## src/rtl/mcdf_arbiter_if.sv

```systemverilog
// Signal bundle between the MCDF arbiter, its slave_fifo channels and the formatter.
// slave is the arbiter's view; master is the environment driving channels and margin.
interface mcdf_arbiter_if #(
  parameter int NUM_SLV = 3,
  parameter int DW      = 32
);
  logic [NUM_SLV-1:0]    slv_req_i;
  logic [NUM_SLV-1:0]    slv_valid_i;
  logic [NUM_SLV*DW-1:0] slv_data_i;
  logic [2*NUM_SLV-1:0]  slv_prio_i;
  logic [3*NUM_SLV-1:0]  slv_pkglen_i;
  logic [6:0]            f2a_margin_i;
  logic [NUM_SLV-1:0]    a2s_ack_o;
  logic                  a2f_valid_o;
  logic [DW-1:0]         a2f_data_o;
  logic [1:0]            a2f_id_o;
  logic                  a2f_sop_o;
  logic                  a2f_eop_o;
  logic [5:0]            a2f_len_o;
  logic                  busy_o;

  modport slave (
    input  slv_req_i, slv_valid_i, slv_data_i, slv_prio_i, slv_pkglen_i, f2a_margin_i,
    output a2s_ack_o, a2f_valid_o, a2f_data_o, a2f_id_o, a2f_sop_o, a2f_eop_o,
           a2f_len_o, busy_o
  );

  modport master (
    output slv_req_i, slv_valid_i, slv_data_i, slv_prio_i, slv_pkglen_i, f2a_margin_i,
    input  a2s_ack_o, a2f_valid_o, a2f_data_o, a2f_id_o, a2f_sop_o, a2f_eop_o,
           a2f_len_o, busy_o
  );
endinterface

```

## src/rtl/mcdf_arbiter.sv

```systemverilog
// Packet arbiter: priority with round-robin tie-break, acks one whole packet per grant
// and forwards the returned beats tagged with channel id and sop/eop.
module mcdf_arbiter #(
  parameter int NUM_SLV = 3,
  parameter int DW      = 32
) (
  input  logic          clk_i,
  input  logic          rst_i,
  mcdf_arbiter_if.slave bus
);
  typedef enum logic [1:0] {IDLE, ACK, DRAIN} state_t;

  state_t r_state;
  state_t w_state_next;

  logic [1:0]         r_ch;
  logic [1:0]         r_last_grant;
  logic [5:0]         r_len;
  logic [5:0]         r_ack_cnt;
  logic [5:0]         r_beat_cnt;
  logic               r_mask_vld;
  logic [NUM_SLV-1:0] r_ack;
  logic               r_valid;
  logic [DW-1:0]      r_data;
  logic [1:0]         r_id;
  logic               r_sop;
  logic               r_eop;

  logic [NUM_SLV-1:0][5:0] w_len;
  logic [NUM_SLV-1:0][1:0] w_prio;
  logic [NUM_SLV-1:0]      w_elig;
  logic                    w_found;
  logic [1:0]              w_win;
  logic                    w_beat_fire;
  logic                    w_ack_last;
  logic                    w_eop_beat;

  function automatic logic [5:0] decode_len(input logic [2:0] code);
    case (code)
      3'd0:    return 6'd4;
      3'd1:    return 6'd8;
      3'd2:    return 6'd16;
      default: return 6'd32;
    endcase
  endfunction

  generate
    for (genvar gi = 0; gi < NUM_SLV; gi++) begin : g_ch
      assign w_len[gi]  = decode_len(bus.slv_pkglen_i[3*gi +: 3]);
      assign w_prio[gi] = bus.slv_prio_i[2*gi +: 2];
      // The just-served slave still shows its request for one cycle after its packet.
      assign w_elig[gi] = bus.slv_req_i[gi]
                          && !(r_mask_vld && (r_ch == 2'(gi)))
                          && ({1'b0, w_len[gi]} <= bus.f2a_margin_i);
    end
  endgenerate

  // Rank is the distance after last_grant, so equal priorities resolve round-robin.
  always_comb begin
    int         rank;
    int         best_rank;
    logic [1:0] best_prio;
    rank      = 0;
    best_rank = NUM_SLV;
    best_prio = '1;
    w_found   = 1'b0;
    w_win     = '0;
    for (int i = 0; i < NUM_SLV; i++) begin
      rank = i - int'(r_last_grant) - 1;
      if (rank < 0) rank = rank + NUM_SLV;
      if (w_elig[i] && (!w_found || (w_prio[i] < best_prio)
                        || ((w_prio[i] == best_prio) && (rank < best_rank)))) begin
        w_found   = 1'b1;
        w_win     = 2'(i);
        best_prio = w_prio[i];
        best_rank = rank;
      end
    end
  end

  assign w_ack_last  = (r_ack_cnt == r_len - 6'd1);
  assign w_eop_beat  = (r_beat_cnt == r_len - 6'd1);
  assign w_beat_fire = (r_state != IDLE) && bus.slv_valid_i[r_ch] && (r_beat_cnt < r_len);

  always_ff @(posedge clk_i) begin
    if (rst_i) r_state <= IDLE;
    else       r_state <= w_state_next;
  end

  always_comb begin
    w_state_next = r_state;
    case (r_state)
      IDLE:    if (w_found) w_state_next = ACK;
      ACK:     if (w_ack_last) w_state_next = DRAIN;
      DRAIN:   if ((r_beat_cnt == r_len) || (w_beat_fire && w_eop_beat)) w_state_next = IDLE;
      default: w_state_next = IDLE;
    endcase
  end

  always_ff @(posedge clk_i) begin
    if (rst_i) begin
      r_ch         <= '0;
      r_last_grant <= 2'(NUM_SLV - 1);
      r_len        <= '0;
      r_ack_cnt    <= '0;
      r_beat_cnt   <= '0;
      r_mask_vld   <= 1'b0;
      r_ack        <= '0;
      r_valid      <= 1'b0;
      r_data       <= '0;
      r_id         <= '0;
      r_sop        <= 1'b0;
      r_eop        <= 1'b0;
    end else begin
      r_mask_vld <= 1'b0;
      case (r_state)
        IDLE: begin
          if (w_found) begin
            r_ch         <= w_win;
            r_len        <= w_len[w_win];
            r_last_grant <= w_win;
            r_ack_cnt    <= '0;
            r_beat_cnt   <= '0;
            r_ack        <= NUM_SLV'(1) << w_win;
          end
        end
        ACK: begin
          r_ack_cnt <= r_ack_cnt + 6'd1;
          if (w_ack_last) r_ack <= '0;
        end
        DRAIN: begin
          if (w_state_next == IDLE) r_mask_vld <= 1'b1;
        end
        default: r_ack <= '0;
      endcase

      if (w_beat_fire) begin
        r_valid    <= 1'b1;
        r_data     <= bus.slv_data_i[int'(r_ch)*DW +: DW];
        r_id       <= r_ch;
        r_sop      <= (r_beat_cnt == 6'd0);
        r_eop      <= w_eop_beat;
        r_beat_cnt <= r_beat_cnt + 6'd1;
      end else begin
        r_valid <= 1'b0;
        r_data  <= '0;
        r_id    <= '0;
        r_sop   <= 1'b0;
        r_eop   <= 1'b0;
      end
    end
  end

  assign bus.a2s_ack_o   = r_ack;
  assign bus.a2f_valid_o = r_valid;
  assign bus.a2f_data_o  = r_data;
  assign bus.a2f_id_o    = r_id;
  assign bus.a2f_sop_o   = r_sop;
  assign bus.a2f_eop_o   = r_eop;
  assign bus.a2f_len_o   = r_len;
  assign bus.busy_o      = (r_state != IDLE);
endmodule
```

## src/flat_wrapper.sv

```systemverilog
// flat-port wrapper written by rule: the top's interface ports become plain ports
module mcdf_arbiter_flat 
#(
  parameter int NUM_SLV = 3,
  parameter int DW      = 32
)
  (clk_i, rst_i, bus_slv_req_i, bus_slv_valid_i, bus_slv_data_i, bus_slv_prio_i, bus_slv_pkglen_i, bus_f2a_margin_i, bus_a2s_ack_o, bus_a2f_valid_o, bus_a2f_data_o, bus_a2f_id_o, bus_a2f_sop_o, bus_a2f_eop_o, bus_a2f_len_o, bus_busy_o);
  mcdf_arbiter_if #(.NUM_SLV(NUM_SLV), .DW(DW)) bus_i ();
  input  logic clk_i;
  input  logic rst_i;
  input wire logic [$bits(bus_i.slv_req_i)-1:0] bus_slv_req_i;
  input wire logic [$bits(bus_i.slv_valid_i)-1:0] bus_slv_valid_i;
  input wire logic [$bits(bus_i.slv_data_i)-1:0] bus_slv_data_i;
  input wire logic [$bits(bus_i.slv_prio_i)-1:0] bus_slv_prio_i;
  input wire logic [$bits(bus_i.slv_pkglen_i)-1:0] bus_slv_pkglen_i;
  input wire logic [$bits(bus_i.f2a_margin_i)-1:0] bus_f2a_margin_i;
  output wire logic [$bits(bus_i.a2s_ack_o)-1:0] bus_a2s_ack_o;
  output wire logic [$bits(bus_i.a2f_valid_o)-1:0] bus_a2f_valid_o;
  output wire logic [$bits(bus_i.a2f_data_o)-1:0] bus_a2f_data_o;
  output wire logic [$bits(bus_i.a2f_id_o)-1:0] bus_a2f_id_o;
  output wire logic [$bits(bus_i.a2f_sop_o)-1:0] bus_a2f_sop_o;
  output wire logic [$bits(bus_i.a2f_eop_o)-1:0] bus_a2f_eop_o;
  output wire logic [$bits(bus_i.a2f_len_o)-1:0] bus_a2f_len_o;
  output wire logic [$bits(bus_i.busy_o)-1:0] bus_busy_o;
  assign bus_i.slv_req_i = bus_slv_req_i;
  assign bus_i.slv_valid_i = bus_slv_valid_i;
  assign bus_i.slv_data_i = bus_slv_data_i;
  assign bus_i.slv_prio_i = bus_slv_prio_i;
  assign bus_i.slv_pkglen_i = bus_slv_pkglen_i;
  assign bus_i.f2a_margin_i = bus_f2a_margin_i;
  assign bus_a2s_ack_o = bus_i.a2s_ack_o;
  assign bus_a2f_valid_o = bus_i.a2f_valid_o;
  assign bus_a2f_data_o = bus_i.a2f_data_o;
  assign bus_a2f_id_o = bus_i.a2f_id_o;
  assign bus_a2f_sop_o = bus_i.a2f_sop_o;
  assign bus_a2f_eop_o = bus_i.a2f_eop_o;
  assign bus_a2f_len_o = bus_i.a2f_len_o;
  assign bus_busy_o = bus_i.busy_o;
  mcdf_arbiter #(.NUM_SLV(NUM_SLV), .DW(DW)) u_core (.clk_i(clk_i), .rst_i(rst_i), .bus(bus_i));
endmodule
```

## config.mk

```make
export PLATFORM = sky130hd
export DESIGN_NAME = mcdf_arbiter_flat
export DESIGN_NICKNAME = d
export VERILOG_FILES = /design/src/rtl/mcdf_arbiter_if.sv /design/src/rtl/mcdf_arbiter.sv /design/src/flat_wrapper.sv
export SDC_FILE = /design/constraint.sdc
export NUM_CORES = 1
export LEC_CHECK = 0
export CELL_PAD_IN_SITES_DETAIL_PLACEMENT = 1
export CELL_PAD_IN_SITES_GLOBAL_PLACEMENT = 1
export CORE_MARGIN = 2
export CORE_UTILIZATION = 33
export CTS_CLUSTER_DIAMETER = 100
export DETAILED_ROUTE_END_ITERATION = 10
export DONT_BUFFER_PORTS = 1
export PLACE_DENSITY_LB_ADDON = 0.1
export SYNTH_ARGS = -nofsm -noshare
export SYNTH_HDL_FRONTEND = slang
export SYNTH_SLANG_ARGS = --single-unit
```

## constraint.sdc

```tcl
create_clock -name clk_i -period 10.4 [get_ports clk_i]
set_input_delay 3.12 -clock clk_i [delete_from_list [all_inputs] [get_ports clk_i]]
set_output_delay 3.12 -clock clk_i [all_outputs]
set_load 0.05 [all_outputs]
```

* After elaboration in Yosys (flattened, before gate mapping)
Cells that the tools add are included.
** Operators by class
- $lt $le $gt $ge :: 13
- Equal/unequal tests :: 17
- Div/mod/pow operators :: 0
- Add/subtract/negate cells :: 12
- Bitwise gates (word level) :: 2
- Reduce and logical (&&, ||, !) cells :: 43
- $mul :: 0
- Shift-type cells :: 2
- Mux-type cells :: 32
** Operator list (number)
- 2-to-1 mux 32 bit :: 5
- adder 32 x 3 -> 32 bit (second input constant) :: 3
- less-than comparator 32 x 1 -> 1 bit (second input constant) :: 3
- indexed part select 96 x 8 -> 32 bit :: 1
- subtractor 32 x 2 -> 32 bit (second input constant) :: 3
- less-than comparator 32 bit :: 2
- case mux 6 bit (3 select lines) :: 3
- 2-to-1 mux 6 bit :: 4
- less-or-equal comparator 6 x 7 -> 1 bit :: 3
- equality test 6 bit :: 3
- logical AND 1 bit :: 16
- adder 6 x 1 -> 6 bit (second input constant) :: 2
- binary-select mux 6 bit (select 2 bit) :: 1
- 2-to-1 mux 2 bit :: 6
- case mux 6 bit (2 select lines) :: 1
- equality test 3 x 1 -> 1 bit (second input constant) :: 3
- equality test 3 x 2 -> 1 bit (second input constant) :: 3
- logical NOT 3 bit :: 3
- case mux 3 bit (3 select lines) :: 1
- nonzero test 2 bit :: 4
- 2-to-1 mux 1 bit :: 7
- logical NOT 2 bit :: 3
- logical NOT 6 bit :: 1
- less-than comparator 2 x 3 -> 1 bit (second input constant) :: 2
- 19 further kinds :: 38
** Word-level totals
- Bits in latches :: 0
- Bits in writable memories :: 0
- Output and inout bits :: 47
- Memories :: 0
- Memory bits (read-only) :: 0
- Bits in registers :: 65
- Input bits :: 126
- Word-level logic and storage cells :: 134

* Logic depth before layout (Yosys ltp)
- Depth after elaboration :: 20
- Gate-level depth with buffers :: 26
- Depth with buffers taken out :: 25

* Worst setup path after synthesis
No wires, ideal clock.
- Path kind :: in2reg
- Start point :: input bus_slv_pkglen_i[2]
- End point :: register u_core.r_len[2], in the netlist u_core.bus.a2f_len_o[2]
- Cell stages on the path :: 24
- Buffers on the path :: 1
- Data required time :: 10.334 ns
- Setup time :: 0.066 ns
- Data arrival time :: 10.119 ns
- Setup slack :: 0.214 ns
- Cell sequence :: nor3b_1 > ha_1 > a41o_1 > a21oi_1 > o311a_1 > nand2_1 > ha_1 > or3b_2 > a21o_1 > o21bai_1 > a21boi_2 > clkbuf_1 > nor2_1 > a21oi_1 > ha_1 > a211oi_2 > o21ai_1 > a221o_1 > o211ai_2 > or3b_1 > a2111o_1 > and3_4 > a211o_1 > a21oi_2
** On the way
- Cells in the longest elaborated chain, start to end :: 17
- Elaborated cells between the ends (all ways) :: 34
- Classes of those cells :: order compare: 5; eq/ne: 4; mux: 12; reduce/logical: 13
** RTL lines
- start: declaration :: RTL line flat_wrapper.sv:15 : input wire logic [$bits(bus_i.slv_pkglen_i)-1:0] bus_slv_pkglen_i;
- equality test 3 x 2 -> 1 bit, or another cell as far along :: RTL line mcdf_arbiter.sv:39 : case (code)
- case mux 6 bit (3 select lines) (*) :: RTL line mcdf_arbiter.sv:39
- less-or-equal comparator 6 x 7 -> 1 bit :: RTL line mcdf_arbiter.sv:54 : && ({1'b0, w_len[gi]} <= bus.f2a_margin_i);
- logical AND 1 bit :: RTL line mcdf_arbiter.sv:54
- 2-to-1 mux 32 bit, or another cell as far along :: RTL line mcdf_arbiter.sv:71 : if (w_elig[i] && (!w_found || (w_prio[i] < best_prio)
- less-than comparator 32 bit, or another cell as far along :: RTL line mcdf_arbiter.sv:72 : || ((w_prio[i] == best_prio) && (rank < best_rank)))) begin
- logical AND 1 bit or logical OR 1 bit (tied branches) :: RTL line mcdf_arbiter.sv:72, mcdf_arbiter.sv:71
- logical OR 1 bit :: RTL line mcdf_arbiter.sv:72
- logical AND 1 bit :: RTL line mcdf_arbiter.sv:71
- 2-to-1 mux 32 bit, or another cell as far along :: RTL line mcdf_arbiter.sv:71
- less-than comparator 32 bit, or another cell as far along :: RTL line mcdf_arbiter.sv:72
- logical AND 1 bit or logical OR 1 bit (tied branches) :: RTL line mcdf_arbiter.sv:72, mcdf_arbiter.sv:71
- logical OR 1 bit :: RTL line mcdf_arbiter.sv:72
- logical AND 1 bit :: RTL line mcdf_arbiter.sv:71
- 2-to-1 mux 2 bit :: RTL line mcdf_arbiter.sv:71
- binary-select mux 6 bit (select 2 bit) :: RTL line mcdf_arbiter.sv:120 : r_len <= w_len[w_win];
- 2-to-1 mux 6 bit (not written as such) :: RTL line mcdf_arbiter.sv:120
- end signal: assignment :: RTL line mcdf_arbiter.sv:120
- end: declaration :: RTL line mcdf_arbiter.sv:18 : logic [5:0] r_len;
Mark *: on every way between the ends. The rest lies on a longest branch, timed or not. The select of a mux whose other input is x is not followed.
A chain may end at the register's enable or synchronous reset.

* Worst setup path in the final report
- Start point :: input bus_slv_pkglen_i[2]
- End point :: register u_core.r_len[5], in the netlist u_core.bus.a2f_len_o[5]
The elaborated chain is that of the path after synthesis.

==> run metrics <==
Die Ht 128.7 um; register area share after synthesis 24.17%; crit end category register; Period minus WS final 9.078 ns; post-synth top area share 24.17%; layout cells sized above 1 5.836%; final cell count without fillers 822; I/O pin total 173; Max-Cap Viols 0; Core Area 15200 um^2; EDFF count, synth 0; RSZ-0062 raised after global routing no; Logic pwr share 40.8%; dpl cells 806; most frequent cells in the layout 104 x nor2_1, 92 x ha_1, 61 x a21oi_1, 61 x dfxtp_1, 39 x mux2i_1; met3 routed WL 756 um; Critical Path RT 10.64 ns; worst setup path category input port to register; Final Wtd Congestion 0.8422; total CTS buffers 9; fin nets 849; initial antenna violation count 0; cts hold-fix bufs 0; met1 wire length 6.721 mm; Critical R2R Capture u_core.bus.a2s_ack_o[1]; wire per inst 18.28 um; ys flop type dfxtp_1; critical path's top delay family compound AO/OA/AOI/OAI gates; initial DRC count 172; final wirelength 15.02 mm; PortBufs 0; Die X 128.7 um; critical path arrival 9.31 ns; worst clock skew 0.006167 ns; Crit path top cell by count ha_1; total track usage 18.36%; Min Hold Slack 0.4943 ns; ANT nets after route 0; final slew viol count 0; stages on the worst setup path 24; P_sw 0.3906 mW; peak supply drop 0.00008557 V; CP bufs+invs 2; # resized after CTS 0; DP Area 5326 um^2; Synth async-reset ratio 0%; Die ar. 16570 um^2; Startpoint Class input port; # setup viols final 0; measured slew at the worst slew-check pin 0.9131 ns; Max Fanout on Critical Path 29; critical path's largest stage delay 0.49 ns; critical path, cell by cell nor3b_1, ha_1, a21o_1, a21oi_1, o311a_1, nand2_1, ha_1, or3b_2, a21o_1, o21bai_1, a21boi_2, buf_4, a21oi_2, buf_4, ha_1, a211oi_2, o21ai_1, a221o_1, o211ai_2, or3b_1, a2111o_1, and3_4, mux2i_1, a211oi_1; fin util 37.12%; Fin Setup TNS 0 ns; Design Area, Final 5643 um^2; grt ovf 0; Max clock buf depth 2; worst setup path endpoint u_core.bus.a2f_len_o[5]; DP Wirelength 11.80 mm; Clock Sinks 62; postcts setup bufs 0; cells after synthesis 635; Synth Area per Inst 8.086 um^2; Reg clk slew, reported paths 0.05 ns; min-delay worst type register to register; Netlist cell types 64; routed via count 4484; vias in the first global route 4781; FMAX 110.2 MHz; yosys warns 0; DR top layer met4; Lkg Pwr 2.449 nW; 1st-pass router iterations 4; Final period util 87.29%; Yosys top cell by area dfxtp_1; internal power 0.6391 mW; Register-to-Register Path Depth 19; worst skew pair latency 0.33 ns; DRC viols 0; pin count of the biggest net entering global routing 44; global-route wire length before repair 24.29 mm; initial core utilization 33.78%; reg2reg setup slack 4.55 ns; most common cell after layout, fill and taps aside nor2_1; PwrDens 182.5 nW/um^2; slowest cell on the critical path a2111o_1; largest cells by area after synthesis dfxtp_1 24%, ha_1 22%, nor2_1 7.7%; vias per cell 5.455; Hold Vio Cnt, Final 0; antenna cells 0; Max-slew headroom 38.69%; CTS tree done; root buf cell clkbuf_16; outcome finished clean; H-tree depth 3; Sw Ratio 37.93%; FF+latch count, synth 62; CP Launch Point bus_slv_pkglen_i[2]; row count 45; area growth from synthesis to layout 9.893%; Reg power frac 27.8%; Synth Cell Area 5135 um^2; worst r2r src u_core.r_last_grant[0]; Clk pwr share 31.4%; DR WL met2 7.320 mm
-- tightest hold or removal path, stage by stage, from the launching register on --
cell     delay (ns)
dfxtp_1        0.33
nand3_1        0.07
a21oi_1        0.06
-- state kept, by name (all words and copies together), names as in the netlist, 2 cells and up --
register and cells:
u_core.bus.a2f_id_o 2, u_core.r_ack_cnt 6, u_core.bus.a2f_data_o 32, u_core.bus.a2f_len_o 4, u_core.r_state 2, u_core.r_beat_cnt 6
u_core.bus.a2s_ack_o 3, u_core.r_last_grant 2
-- power by group through the flow --
stage	clock network [mW]	registers [mW]	logic, mW
after global routing	0.341	0.288	0.483
after floorplan	0	0.288	0.323
final	0.324	0.286	0.420
after global placement	0	0.292	0.407
after CTS	0.333	0.287	0.426
after detailed placement	0	0.292	0.421
-- Yosys cell counts, drive strengths merged, types with 4 or more instances --
| cell type | number |
|---|---|
| nor2 | 105 |
| ha | 92 |
| a21oi | 65 |
| dfxtp | 62 |
| mux2i | 39 |
| inv | 36 |
| nand2 | 26 |
| o21ai | 22 |
| nand2b | 17 |
| clkbuf | 16 |
| nand3 | 14 |
| nor3 | 14 |
| and3 | 10 |
| nor3b | 9 |
| a31oi | 8 |
| buf | 8 |
| nand4 | 8 |
| xor2 | 6 |
| a21o | 5 |
| nor2b | 5 |
| or3 | 5 |
| xnor2 | 5 |
| a211o | 4 |
| or2 | 4 |
-- layout make-up --
class,instances,area (um^2)
Clock buffer,12,246.5
Clock inverter,4,70.07
Fill cell,1867,9559
Inverter,36,135.1
Multi-Input combinational cell,514,3669
Sequential cell,62,1242
Tap cell,188,235.2
Timing Repair Buffer,6,45.04
-- worst min-delay path by stage --
stage / from / endpoint / slack, ns / cells past startpoint
finish: u_core.r_ack_cnt[1] / u_core.r_ack_cnt[1] / 0.49 / 2
global route: u_core.r_ack_cnt[1] / u_core.r_ack_cnt[1] / 0.51 / 2
CTS: u_core.r_ack_cnt[1] / u_core.r_ack_cnt[1] / 0.49 / 2
detailed placement: u_core.r_ack_cnt[1] / u_core.r_ack_cnt[1] / 0.48 / 2
global placement: u_core.r_ack_cnt[1] / u_core.r_ack_cnt[1] / 0.48 / 2
floorplan: u_core.r_ack_cnt[1] / u_core.r_ack_cnt[1] / 0.46 / 2
-- stage by stage --
stage                     setup slack, ns  power (mW)
after CTS                           1.344       1.045
after global placement              1.299      0.6986
after floorplan                    0.2143      0.6111
after detailed placement            1.033      0.7129
after global routing               0.9362       1.112
final                               1.322       1.030
-- logic make-up (layout without fill, tap and decap cells) --
| family | after synthesis | count (layout) | synth area share [%] |
|---|---|---|---|
| adders and majority gates | 94 | 94 | 23.20 |
| muxes | 41 | 41 | 8.041 |
| other | 1 | 2 | 0.07303 |
| xor gates and xnor gates | 11 | 11 | 1.876 |
| DFF | 62 | 62 | 24.17 |
| buffers and inverters | 60 | 58 | 4.581 |
| and+or+nand+nor | 229 | 229 | 21.42 |
| AOI/OAI and AO/OA | 137 | 137 | 16.64 |
-- layer usage --
| metal | global-route usage, % | up-vias |
|---|---|---|
| li1 | - | 2225 |
| met1 | 22.85 | 2126 |
| met2 | 31.84 | 117 |
| met3 | 3.950 | 16 |
| met4 | 5.499 | 0 |
| met5 | 0 | - |
No activity file was read; power rests on OpenSTA's default activity.
